[src/rtl/freq_meter_ctrl_if.sv]
// Signal bundle between freq_meter_ctrl and its surroundings: pin input, BCD counter link,
// and result readout. The controller uses the slave modport.
interface freq_meter_ctrl_if;
   logic        start;
   logic        stop;
   logic        cont_mode;
   logic        sig_in;
   logic [15:0] bcd;
   logic        cnt_en;
   logic        cnt_load;
   logic [15:0] cnt_d;
   logic [15:0] result;
   logic        result_valid;
   logic        overflow;
   logic        busy;

   modport master (
      output start, stop, cont_mode, sig_in, bcd,
      input  cnt_en, cnt_load, cnt_d, result, result_valid, overflow, busy
   );

   modport slave (
      input  start, stop, cont_mode, sig_in, bcd,
      output cnt_en, cnt_load, cnt_d, result, result_valid, overflow, busy
   );
endinterface

[src/rtl/freq_meter_ctrl.sv]
// Frequency/event meter sequencer driving an external 4-digit BCD counter.
// Build option RESULT_SAT_EN: an overflowed window latches 16'h9999 instead of the wrapped count.
module freq_meter_ctrl #(
   parameter int unsigned GATE_CYCLES = 50000000,
   parameter int unsigned HOLD_CYCLES = 25000000,
   parameter int unsigned TW          = 26
) (
   input logic              clk,
   input logic              reset_n,
   freq_meter_ctrl_if.slave io_bus
);

   localparam logic [2:0] StIdle   = 3'd0;
   localparam logic [2:0] StClear  = 3'd1;
   localparam logic [2:0] StGate   = 3'd2;
   localparam logic [2:0] StSettle = 3'd3;
   localparam logic [2:0] StLatch  = 3'd4;
   localparam logic [2:0] StHold   = 3'd5;

   localparam logic [TW-1:0] GateLast = TW'(GATE_CYCLES - 1);
   localparam logic [TW-1:0] HoldLast = TW'(HOLD_CYCLES - 1);

   logic [2:0]    r_state;
   logic [2:0]    w_state_nxt;
   logic [TW-1:0] r_timer;
   logic [TW-1:0] w_timer_nxt;
   logic          r_sync1;
   logic          r_sync2;
   logic          r_sync3;
   logic          r_rise;
   logic          r_ovf;
   logic          r_overflow;
   logic          r_valid;
   logic [15:0]   r_result;
   logic [15:0]   w_latch_val;
   logic          w_latch;
   logic          w_cnt_en;

   assign w_cnt_en = (r_state == StGate) & r_rise;

`ifdef RESULT_SAT_EN
   assign w_latch_val = r_ovf ? 16'h9999 : io_bus.bcd;
`else
   assign w_latch_val = io_bus.bcd;
`endif

   always_comb begin
      w_state_nxt = r_state;
      w_timer_nxt = r_timer;
      w_latch     = 1'b0;
      if (io_bus.stop) begin
         w_state_nxt = StIdle;
         w_timer_nxt = '0;
      end else begin
         case (r_state)
            StIdle: begin
               if (io_bus.start) w_state_nxt = StClear;
            end
            StClear: begin
               w_timer_nxt = '0;
               w_state_nxt = StGate;
            end
            StGate: begin
               if (r_timer == GateLast) begin
                  w_timer_nxt = '0;
                  w_state_nxt = StSettle;
               end else begin
                  w_timer_nxt = r_timer + 1'b1;
               end
            end
            StSettle: w_state_nxt = StLatch;
            StLatch: begin
               w_latch     = 1'b1;
               w_timer_nxt = '0;
               w_state_nxt = StHold;
            end
            StHold: begin
               if (r_timer == HoldLast) begin
                  w_timer_nxt = '0;
                  w_state_nxt = io_bus.cont_mode ? StClear : StIdle;
               end else begin
                  w_timer_nxt = r_timer + 1'b1;
               end
            end
            default: w_state_nxt = StIdle;
         endcase
      end
   end

   always_ff @(posedge clk or negedge reset_n) begin
      if (!reset_n) begin
         r_state <= StIdle;
         r_timer <= '0;
      end else begin
         r_state <= w_state_nxt;
         r_timer <= w_timer_nxt;
      end
   end

   // Two-flop synchronizer plus a third stage so the rise pulse is one clean registered cycle.
   always_ff @(posedge clk or negedge reset_n) begin
      if (!reset_n) begin
         r_sync1 <= 1'b0;
         r_sync2 <= 1'b0;
         r_sync3 <= 1'b0;
         r_rise  <= 1'b0;
      end else begin
         r_sync1 <= io_bus.sig_in;
         r_sync2 <= r_sync1;
         r_sync3 <= r_sync2;
         r_rise  <= r_sync2 & ~r_sync3;
      end
   end

   // Sticky until the next CLEAR; the counter itself wraps to 0.
   always_ff @(posedge clk or negedge reset_n) begin
      if (!reset_n) begin
         r_ovf <= 1'b0;
      end else if (r_state == StClear) begin
         r_ovf <= 1'b0;
      end else if (w_cnt_en && (io_bus.bcd == 16'h9999)) begin
         r_ovf <= 1'b1;
      end
   end

   always_ff @(posedge clk or negedge reset_n) begin
      if (!reset_n) begin
         r_result   <= 16'h0000;
         r_overflow <= 1'b0;
         r_valid    <= 1'b0;
      end else begin
         r_valid <= w_latch;
         if (w_latch) begin
            r_result   <= w_latch_val;
            r_overflow <= r_ovf;
         end
      end
   end

   assign io_bus.cnt_en       = w_cnt_en;
   assign io_bus.cnt_load     = (r_state == StClear);
   assign io_bus.cnt_d        = 16'h0000;
   assign io_bus.result       = r_result;
   assign io_bus.result_valid = r_valid;
   assign io_bus.overflow     = r_overflow;
   assign io_bus.busy         = (r_state != StIdle);

endmodule
[src/flat_wrapper.sv]
// flat-port wrapper written by rule: the top's interface ports become plain ports
module freq_meter_ctrl_flat 
#(
   parameter int unsigned GATE_CYCLES = 50000000,
   parameter int unsigned HOLD_CYCLES = 25000000,
   parameter int unsigned TW          = 26
)
  (clk, reset_n, io_bus_start, io_bus_stop, io_bus_cont_mode, io_bus_sig_in, io_bus_bcd, io_bus_cnt_en, io_bus_cnt_load, io_bus_cnt_d, io_bus_result, io_bus_result_valid, io_bus_overflow, io_bus_busy);
  freq_meter_ctrl_if io_bus_i ();
  input logic clk;
  input logic reset_n;
  input wire logic [$bits(io_bus_i.start)-1:0] io_bus_start;
  input wire logic [$bits(io_bus_i.stop)-1:0] io_bus_stop;
  input wire logic [$bits(io_bus_i.cont_mode)-1:0] io_bus_cont_mode;
  input wire logic [$bits(io_bus_i.sig_in)-1:0] io_bus_sig_in;
  input wire logic [$bits(io_bus_i.bcd)-1:0] io_bus_bcd;
  output wire logic [$bits(io_bus_i.cnt_en)-1:0] io_bus_cnt_en;
  output wire logic [$bits(io_bus_i.cnt_load)-1:0] io_bus_cnt_load;
  output wire logic [$bits(io_bus_i.cnt_d)-1:0] io_bus_cnt_d;
  output wire logic [$bits(io_bus_i.result)-1:0] io_bus_result;
  output wire logic [$bits(io_bus_i.result_valid)-1:0] io_bus_result_valid;
  output wire logic [$bits(io_bus_i.overflow)-1:0] io_bus_overflow;
  output wire logic [$bits(io_bus_i.busy)-1:0] io_bus_busy;
  assign io_bus_i.start = io_bus_start;
  assign io_bus_i.stop = io_bus_stop;
  assign io_bus_i.cont_mode = io_bus_cont_mode;
  assign io_bus_i.sig_in = io_bus_sig_in;
  assign io_bus_i.bcd = io_bus_bcd;
  assign io_bus_cnt_en = io_bus_i.cnt_en;
  assign io_bus_cnt_load = io_bus_i.cnt_load;
  assign io_bus_cnt_d = io_bus_i.cnt_d;
  assign io_bus_result = io_bus_i.result;
  assign io_bus_result_valid = io_bus_i.result_valid;
  assign io_bus_overflow = io_bus_i.overflow;
  assign io_bus_busy = io_bus_i.busy;
  freq_meter_ctrl #(.GATE_CYCLES(GATE_CYCLES), .HOLD_CYCLES(HOLD_CYCLES), .TW(TW)) u_core (.clk(clk), .reset_n(reset_n), .io_bus(io_bus_i));
endmodule
[config.mk]
export PLATFORM = sky130hd
export DESIGN_NAME = freq_meter_ctrl_flat
export DESIGN_NICKNAME = d
export VERILOG_FILES = /design/src/rtl/freq_meter_ctrl_if.sv /design/src/rtl/freq_meter_ctrl.sv /design/src/flat_wrapper.sv
export SDC_FILE = /design/constraint.sdc
export NUM_CORES = 1
export LEC_CHECK = 0
export ABC_AREA = 1
export CORE_ASPECT_RATIO = 0.75
export CORE_MARGIN = 10
export CORE_UTILIZATION = 40
export DETAILED_ROUTE_END_ITERATION = 16
export PLACE_DENSITY_LB_ADDON = 0.05
export RECOVER_POWER = 100
export SETUP_SLACK_MARGIN = 0.4
export SLEW_MARGIN = 20
export SYNTH_ARGS = -nofsm -noshare
export SYNTH_HDL_FRONTEND = slang
export SYNTH_SLANG_ARGS = --single-unit
[constraint.sdc]
create_clock -name clk -period 4.5 [get_ports clk]
set_clock_uncertainty 0.05 [all_clocks]
set_input_delay 0.675 -clock clk [delete_from_list [all_inputs] [get_ports clk]]
set_output_delay 0.675 -clock clk [all_outputs]
set_load 0.005 [all_outputs]
==> results.sh, run 1 <==
export IMPL_cp_required_ns=4.66
export IMPL_wl_per_cell_microns=14.5
export IMPL_dp_final_hpwl_microns=6910
export IMPL_finalMaxSlewViolations=0
export IMPL_clkLatencyLatePin_ns=0.31
export IMPL_initial_utilization=0.417
export IMPL_pre_cts_ws_ns=1.87
export IMPL_grt_pass1_wl_microns=14800
export IMPL_ir_drop_uv=184
export IMPL_ctsResizeCount=0
export IMPL_crit_family="buffers and inverters"
export IMPL_gp_routability_congestion=0.870
export IMPL_fin_crit_sh=0.656
export IMPL_setup_viol=0
export IMPL_path_buf_inv=5
export IMPL_outcome="completed"
export IMPL_tns_ns=0
export IMPL_viasPerCell=4.92
export IMPL_yosys_warnings=0
export IMPL_cts_buffer_depth=2
export IMPL_pin_count=59
export IMPL_cts_sinks=52
export IMPL_crit_path_start_kind="input pin"
export IMPL_finalHoldViolCount=0
export IMPL_grt_overflow=0
export IMPL_slowest_stage="clkbuf_1"
export IMPL_core_area_sq_um=7990
export IMPL_path_class="in -> reg"
export IMPL_syn_to_final_growth_pct=15.1
export IMPL_cts_root_buf="clkbuf_8"
export IMPL_ys_seq_area_frac=0.390
export IMPL_worst_setup_path_end_kind="flip-flop"
export IMPL_diodes=0
export IMPL_drtAntennaViolNets=0
export IMPL_cp_cell_sequence="dlygate4sd3_1, clkinv_1, buf_4, nand3_1, clkbuf_1, clkinv_1, nand2_1, nand2_1"
export IMPL_stdcell_area_sq_um=3840
export IMPL_netlist_instances=472
export IMPL_yosys_most_used_dff="dfrtp_1"
export IMPL_dieArea_sq_um=12400
export IMPL_cts_tree="built"
export IMPL_hold_path_class="reg -> reg"
export IMPL_p_leak_uw=0.00179
export IMPL_die_h_microns=99.1
export IMPL_die_w_microns=125
export IMPL_drc=0
export IMPL_instances_no_fill=620
export IMPL_max_slew_margin=0.342
export IMPL_synth_seq_cells=52
export IMPL_clk_pin_slew_ns=0.11
export IMPL_grt_max_degree=53
export IMPL_post_cts_setup_buffers=0
export IMPL_fin_ws_ns=1.55
export IMPL_vias=3052
export IMPL_postRouteWirelength_microns=8980
export IMPL_syn_area_per_cell_sq_um=7.06
export IMPL_layout_min_cycle_time_ns=2.95
export IMPL_numCtsBuffers=5
export IMPL_worstMarginPinSlew_ns=0.987
export IMPL_num_rows=28
export IMPL_first_global_vias=2847
export IMPL_cts_hold_buf=0
export IMPL_grt_usage=0.142
export IMPL_rsz0062_at_grt="false"
export IMPL_power_density_nw_per_um2=342
export IMPL_htreeDepth=2
export IMPL_synth_enable_flop_cells=0
export IMPL_place_area_sq_um=3780
export IMPL_layout_drive_gt1_share=0.0641
export IMPL_drv_cap=0
export IMPL_place_inst=612
export IMPL_whs_ns=0.310
export IMPL_first_iter_violations=264
export IMPL_async_flop_share=1.00
export IMPL_critPathMaxFanout=27
export IMPL_synth_distinct_cells=42
export IMPL_slowest_delay_ns=0.74
export IMPL_syn_area_sq_um=3330
export IMPL_antenna_found_initial=0
export IMPL_final_nets=537
export IMPL_dr_pass1_iters=6
export IMPL_crit_arrival_ns=3.12
export IMPL_io_buffers=42
export IMPL_fmax_ghz=0.339
==> metrics by stage <==
step                       util  power, uW
after floorplan               -        864
after global placement    0.473       1080
after detailed placement  0.473       1080
after CTS                 0.485       1370
after global routing      0.480       1410
final                     0.480       1310
==> cell usage after synthesis, drive strengths merged (3+ instances only) <==
master / instances / area share
nor3: 6 / 0.012
dfrtp: 52 / 0.39
nand4: 10 / 0.023
clkinv: 3 / 0.0034
a21oi: 23 / 0.037
xor2: 4 / 0.011
a21boi: 3 / 0.0068
clkbuf: 3 / 0.0064
o21ai: 19 / 0.032
inv: 61 / 0.069
nand3: 50 / 0.086
nand2: 131 / 0.15
nand3b: 4 / 0.0090
buf: 23 / 0.051
nor2: 66 / 0.082
==> worst paths after layout <==
check                                  start                      end  slack (ns)  cells past startpoint
min in group asynchronous            reset_n        u_core.r_timer[9]        0.42                      2
max in group asynchronous            reset_n        u_core.r_state[0]        3.53                      2
hold reg to reg               u_core.r_sync1           u_core.r_sync2        0.31                      0
hold / removal                u_core.r_sync1           u_core.r_sync2        0.31                      0
setup / recovery                 io_bus_stop  u_core.io_bus.result[7]        1.55                      8
setup reg to reg           u_core.r_timer[0]        u_core.r_timer[4]        2.01                     10
==> layout make-up <==
type / instances / area [sq um]
clock buffers: 5 / 68.8
clock inverters: 3 / 27.5
fillers: 844 / 4150
inverters: 64 / 240
multi-input cells: 345 / 1630
flip-flops and latches: 52 / 1300
well taps: 105 / 131
repair buffers: 46 / 438
==> sequential cells by signal, indices dropped and copies added, names as in the netlist <==
signal	count
u_core.r_state	3
u_core.r_rise	1
u_core.r_sync3	1
u_core.r_ovf	1
u_core.r_sync2	1
u_core.r_timer	26
u_core.io_bus.overflow	1
u_core.io_bus.result_valid	1
u_core.r_sync1	1
u_core.io_bus.result	16
==> cells in the final DEF, fill, tap and decap left out, types with 16 or more instances in the layout <==
cell             Yosys  final
a21oi_1             21     21
clkdlybuf4s50_1      0     17
conb_1               1     16
dfrtp_1             52     52
dlygate4sd3_1        0     24
inv_1               59     59
nand2_1            126    128
nand3_1             44     46
nor2_1              58     59
o21ai_0             15     18
==> cell families (layout without fill, tap and decap cells) <==
group / after synthesis / in the layout / synth area share
buffers and inverters: 90 / 118 / 0.129
flip-flops: 52 / 52 / 0.390
AO/OA/AOI/OAI: 51 / 51 / 0.0874
XOR/XNOR: 5 / 5 / 0.0131
other: 1 / 16 / 0.00112
AND/OR/NAND/NOR: 272 / 272 / 0.375
adder cells (fa/ha/maj): 1 / 1 / 0.00375
==> routing by layer <==
layer | wire, microns | track usage | vias to the layer above
met5 | 0 | 0 | -
met4 | 37 | 0.0230 | 0
met3 | 574 | 0.0305 | 4
met2 | 3640 | 0.188 | 96
met1 | 4730 | 0.226 | 1401
li1 | - | - | 1551
==> power by group <==
part,leakage (uW),internal [uW],switching (uW)
combinational,0.00105,180,228
clock,0.0000463,115,172
sequential,0.000695,547,69.2
total,0.00179,842,469
No activity file was read; power rests on OpenSTA's default activity.
==> run 2: changes to the inputs <==
- clock period: 4.5 -> 3 ns (I/O delays scaled with it)
==> results.sh, run 2 (synthesized netlist as in run 1, its figures left out) <==
export IMPL_finalHoldViolCount=0
export IMPL_drv_cap=0
export IMPL_diodes=0
export IMPL_cts_hold_buf=0
export IMPL_final_common_cell="nand2_1"
export IMPL_worst_setup_path_end_kind="flip-flop"
export IMPL_crit_path_start_kind="input pin"
export IMPL_fin_crit_sh=0.801
export IMPL_drc=0
export IMPL_htreeDepth=2
export IMPL_tns_ns=0
export IMPL_n_fill_cell=813
export IMPL_postRouteWirelength_microns=9050
export IMPL_hold_path_class="reg -> reg"
export IMPL_numCtsBuffers=5
export IMPL_die_h_microns=99.1
export IMPL_num_rows=28
export IMPL_worstMarginPinSlew_ns=1.32
export IMPL_fin_ws_ns=0.597
export IMPL_max_slew_margin=0.118
export IMPL_dp_final_hpwl_microns=7140
export IMPL_outcome="completed"
export IMPL_whs_ns=0.315
export IMPL_antenna_found_initial=0
export IMPL_cts_root_buf="clkbuf_8"
export IMPL_first_global_vias=2839
export IMPL_cts_tree="built"
export IMPL_cts_buffer_depth=2
export IMPL_vias=3100
export IMPL_critPathMaxFanout=20
export IMPL_crit_arrival_ns=2.59
export IMPL_layout_min_cycle_time_ns=2.40
export IMPL_path_class="in -> reg"
export IMPL_stdcell_area_sq_um=3880
export IMPL_pre_cts_ws_ns=0.652
export IMPL_core_area_sq_um=7990
export IMPL_grt_max_degree=30
export IMPL_viasPerCell=5.00
export IMPL_ctsResizeCount=0
export IMPL_cp_required_ns=3.18
export IMPL_grt_overflow=0
export IMPL_post_cts_setup_buffers=0
export IMPL_finalMaxSlewViolations=0
export IMPL_final_cell_mix="nand2_1 (127), nor2_1 (59), inv_1 (59), dfrtp_1 (52), nand3_1 (44)"
export IMPL_syn_to_final_growth_pct=16.2
export IMPL_setup_viol=0
export IMPL_io_buffers=42
export IMPL_p_leak_uw=0.00181
export IMPL_first_iter_violations=344
export IMPL_clkLatencyLatePin_ns=0.31
export IMPL_dieArea_sq_um=12400
export IMPL_gp_routability_congestion=0.948
export IMPL_drtAntennaViolNets=0
export IMPL_fmax_ghz=0.416
export IMPL_power_uw=2070
export IMPL_ir_drop_uv=239
export IMPL_largest_reg_flops=26
export IMPL_initial_utilization=0.417
export IMPL_rsz0062_at_grt="false"
export IMPL_cts_sinks=52
export IMPL_layout_drive_gt1_share=0.0680
export IMPL_top_register="u_core.r_timer"
export IMPL_die_w_microns=125
export IMPL_final_nets=537
export IMPL_place_area_sq_um=3780
export IMPL_pin_count=59
export IMPL_grt_usage=0.143
export IMPL_clk_pin_slew_ns=0.10
export IMPL_grt_pass1_wl_microns=14800
export IMPL_power_density_nw_per_um2=534
export IMPL_wl_per_cell_microns=14.6
export IMPL_dr_pass1_iters=5
## run 2: changes by cell type in the layout (fill, tap and decap cells not counted), sizes merged
cell	change
bufinv	+1
buf	-2
clkbuf	+3
clkinvlp	-1
dlygate4sd3	-1
inv	-1
clkdlybuf4s50	+1
## run 2: final cells by class
class / count / area, sq um / area share
timing repair buffer: 46 / 434 / 0.112
multi-input combinational: 345 / 1650 / 0.425
inverter: 64 / 240 / 0.0620
clock buffer: 6 / 82.6 / 0.0213
tap: 105 / 131 / 0.0339
clock inverter: 2 / 38.8 / 0.0100
sequential: 52 / 1300 / 0.336
## run 2: per-stage QoR
stage / util / std cells
2_1_floorplan: - / 487
3_3_place_gp: 0.473 / 612
3_5_place_dp: 0.473 / 612
4_1_cts: 0.488 / 620
5_1_grt: 0.485 / 620
6_report: 0.485 / 620
## run 2: critical path, stage by stage
cell	delay, ns
dlygate4sd3_1	0.55
clkinv_1	0.06
buf_4	0.21
nand3_4	0.23
clkbuf_1	0.73
a31oi_1	0.18
a21oi_1	0.17
## run 2: final timing paths
path	from	end	slack (ns)	depth (start not counted)
worst max-delay path	io_bus_stop	u_core.r_timer[5]	0.60	7
worst min-delay path	u_core.r_sync1	u_core.r_sync2	0.31	0
worst max register to register	u_core.r_timer[0]	u_core.r_timer[0]	0.73	10
worst min register to register	u_core.r_sync1	u_core.r_sync2	0.31	0
max in group asynchronous	reset_n	u_core.r_state[0]	1.17	2
min in group asynchronous	reset_n	u_core.r_timer[11]	0.36	1
## run 2: where the power goes
part | switching (uW) | internal [uW] | leakage (uW)
Sequential | 107 | 821 | 0.000695
Combinational | 348 | 274 | 0.00105
Clock | 247 | 273 | 0.0000614
Total | 702 | 1370 | 0.00181
## run 2: metal layers
| metal | part of all wire | up-vias | global-route usage |
|---|---|---|---|
| met5 | 0 | - | 0 |
| met4 | 0.0043 | 0 | 0.0247 |
| met3 | 0.078 | 5 | 0.0316 |
| met2 | 0.41 | 104 | 0.206 |
| met1 | 0.51 | 1440 | 0.214 |
| li1 | - | 1551 | - |
==> run 3: changes to the inputs <==
- clock period: 3 -> 2.19 ns (I/O delays scaled with it)
==> results.sh, run 3 (synthesized netlist as in run 1, its figures left out) <==
export IMPL_grt_overflow=0
export IMPL_utilization=0.523
export IMPL_clkLatencyLatePin_ns=0.31
export IMPL_p_sw_uw=1050
export IMPL_htreeDepth=2
export IMPL_rsz0062_at_grt="true"
export IMPL_die_w_microns=125
export IMPL_tns_ns=0
export IMPL_crit_path_start_kind="flip-flop"
export IMPL_finalMaxSlewViolations=0
export IMPL_viasPerCell=5.01
export IMPL_wl_per_cell_microns=14.9
export IMPL_die_h_microns=99.1
export IMPL_layout_drive_gt1_share=0.153
export IMPL_worst_setup_path_end_kind="flip-flop"
export IMPL_clk_pin_slew_ns=0.10
export IMPL_diodes=0
export IMPL_grt_usage=0.145
export IMPL_first_global_vias=2929
export IMPL_slowest_stage="dfrtp_1"
export IMPL_final_common_cell="nand2_1"
export IMPL_r2r_end="u_core.r_timer[0]"
export IMPL_dp_final_hpwl_microns=7100
export IMPL_postRouteWirelength_microns=9600
export IMPL_cts_sinks=52
export IMPL_pwr_share_clk=0.200
export IMPL_p_int_uw=1870
export IMPL_cts_root_buf="clkbuf_8"
export IMPL_largest_reg_flops=26
export IMPL_cts_buffer_depth=2
export IMPL_io_buffers=42
export IMPL_crit_family="simple AND/OR/NAND/NOR gates"
export IMPL_seqPwrFrac=0.429
export IMPL_dieArea_sq_um=12400
export IMPL_p_leak_uw=0.00194
export IMPL_hold_path_class="reg -> reg"
export IMPL_switching_share=0.359
export IMPL_path_class="reg -> reg"
export IMPL_numCtsBuffers=5
export IMPL_grt_pass1_wl_microns=15000
export IMPL_cp_cell_sequence="ha_4, nand2_4, nor2_4, nand3_1, nor2_1, nand2_2, nand3b_1, nand2_1, o21ai_2, inv_1"
export IMPL_outcome="completed"
export IMPL_pre_cts_ws_ns=0.210
export IMPL_layout_min_cycle_time_ns=1.89
export IMPL_fmax_ghz=0.528
export IMPL_drc=0
export IMPL_path_buf_inv=1
export IMPL_setup_viol=0
export IMPL_hold_start="u_core.r_sync1"
export IMPL_final_nets=563
export IMPL_ir_drop_uv=361
export IMPL_fin_ws_ns=0.297
export IMPL_top_register="u_core.r_timer"
export IMPL_cts_tree="built"
export IMPL_vias=3238
export IMPL_antenna_found_initial=0
export IMPL_finalHoldViolCount=0
export IMPL_r2r_cells=10
export IMPL_worstHoldPathCells=0
export IMPL_final_cell_mix="nand2_1 (125), inv_1 (58), nor2_1 (56), dfrtp_1 (47), nand3_1 (39)"
export IMPL_critPathMaxFanout=5
export IMPL_core_area_sq_um=7990
export IMPL_timing_rr_start="u_core.r_timer[1]"
export IMPL_pwr_share_comb=0.371
export IMPL_drv_cap=0
export IMPL_pin_count=59
export IMPL_drtAntennaViolNets=0
export IMPL_fin_crit_sh=0.864
export IMPL_grt_max_degree=53
export IMPL_dr_pass1_iters=5
export IMPL_hold_path_end="u_core.r_sync2"
export IMPL_gp_routability_congestion=0.904
export IMPL_num_rows=28
export IMPL_power_density_nw_per_um2=698
export IMPL_syn_to_final_growth_pct=25.3
export IMPL_slowest_delay_ns=0.41
export IMPL_initial_utilization=0.417
export IMPL_cp_required_ns=2.35
export IMPL_crit_arrival_ns=2.05
export IMPL_rrSetupSlack_ns=0.30
export IMPL_first_iter_violations=282
## run 3: cell count changes in the layout (fill, tap and decap cells not counted), sizes merged
cell         delta
buf            +23
dlygate4sd2     +2
dlygate4sd3     -2
bufinv          -1
clkinvlp        +1
inv             +1
nand2           +1
nand4           +1
## run 3: power by group through the flow
stage          registers, uW  logic (uW)  clock network (uW)
6_report                1250        1080                 584
5_1_grt                 1270        1210                 652
4_1_cts                 1250        1080                 605
3_5_place_dp            1280         971                   0
3_3_place_gp            1280         976                   0
2_1_floorplan           1270         510                   0
## run 3: how the worst max path moves through the flow
stage | startpoint | end | depth (start not counted)
after floorplan | u_core.r_timer[0] | u_core.r_timer[5] | 11
after global placement | u_core.r_timer[1] | u_core.r_timer[0] | 10
after detailed placement | io_bus_stop | u_core.r_timer[20] | 7
after CTS | u_core.r_state[2] | io_bus_cnt_en | 5
after global routing | u_core.r_timer[1] | u_core.r_timer[14] | 10
final | u_core.r_timer[1] | u_core.r_timer[0] | 10
## run 3: timing repair
item,4_1_cts,5_1_grt
pin swaps,2,13
hold buffers,1,0
gates cloned,0,2
endpoints found under the hold margin,52,0
setup buffers,12,8
gates resized for setup,13,30
setup endpoints to repair,17,23
## run 3: worst register-to-register path, stage by stage (launching register included)
cell	delay, ns
dfrtp_1	0.41
ha_4	0.18
nand2_4	0.06
nor2_4	0.20
nand3_1	0.11
nor2_1	0.14
nand2_2	0.07
nand3b_1	0.10
nand2_1	0.24
o21ai_2	0.19
inv_1	0.06
## run 3: metal layers
layer,global-route usage,up-vias,share of wire
met2,0.199,110,0.42
met4,0.0247,0,0.0085
met1,0.222,1512,0.48
met3,0.0348,8,0.085
li1,-,1608,-
met5,0,-,0
## run 3: stage by stage
step | cell area (sq um) | std cells | power (uW) | hold slack (ns)
after floorplan | 3390 | 487 | 1780 | -0.0171
final | 4180 | 646 | 2920 | 0.315
after global placement | 3810 | 615 | 2250 | 0.286
after detailed placement | 3810 | 615 | 2250 | 0.294
after CTS | 4040 | 636 | 2930 | 0.319
after global routing | 4180 | 646 | 3140 | 0.332
## run 3: cell type report
type                    count  area, sq um
fillers                   817         3810
multi-input cells         347         1760
flip-flops and latches     52         1310
repair buffers             70          639
inverters                  64          240
well taps                 105          131
clock buffers               5         68.8
clock inverters             3         27.5
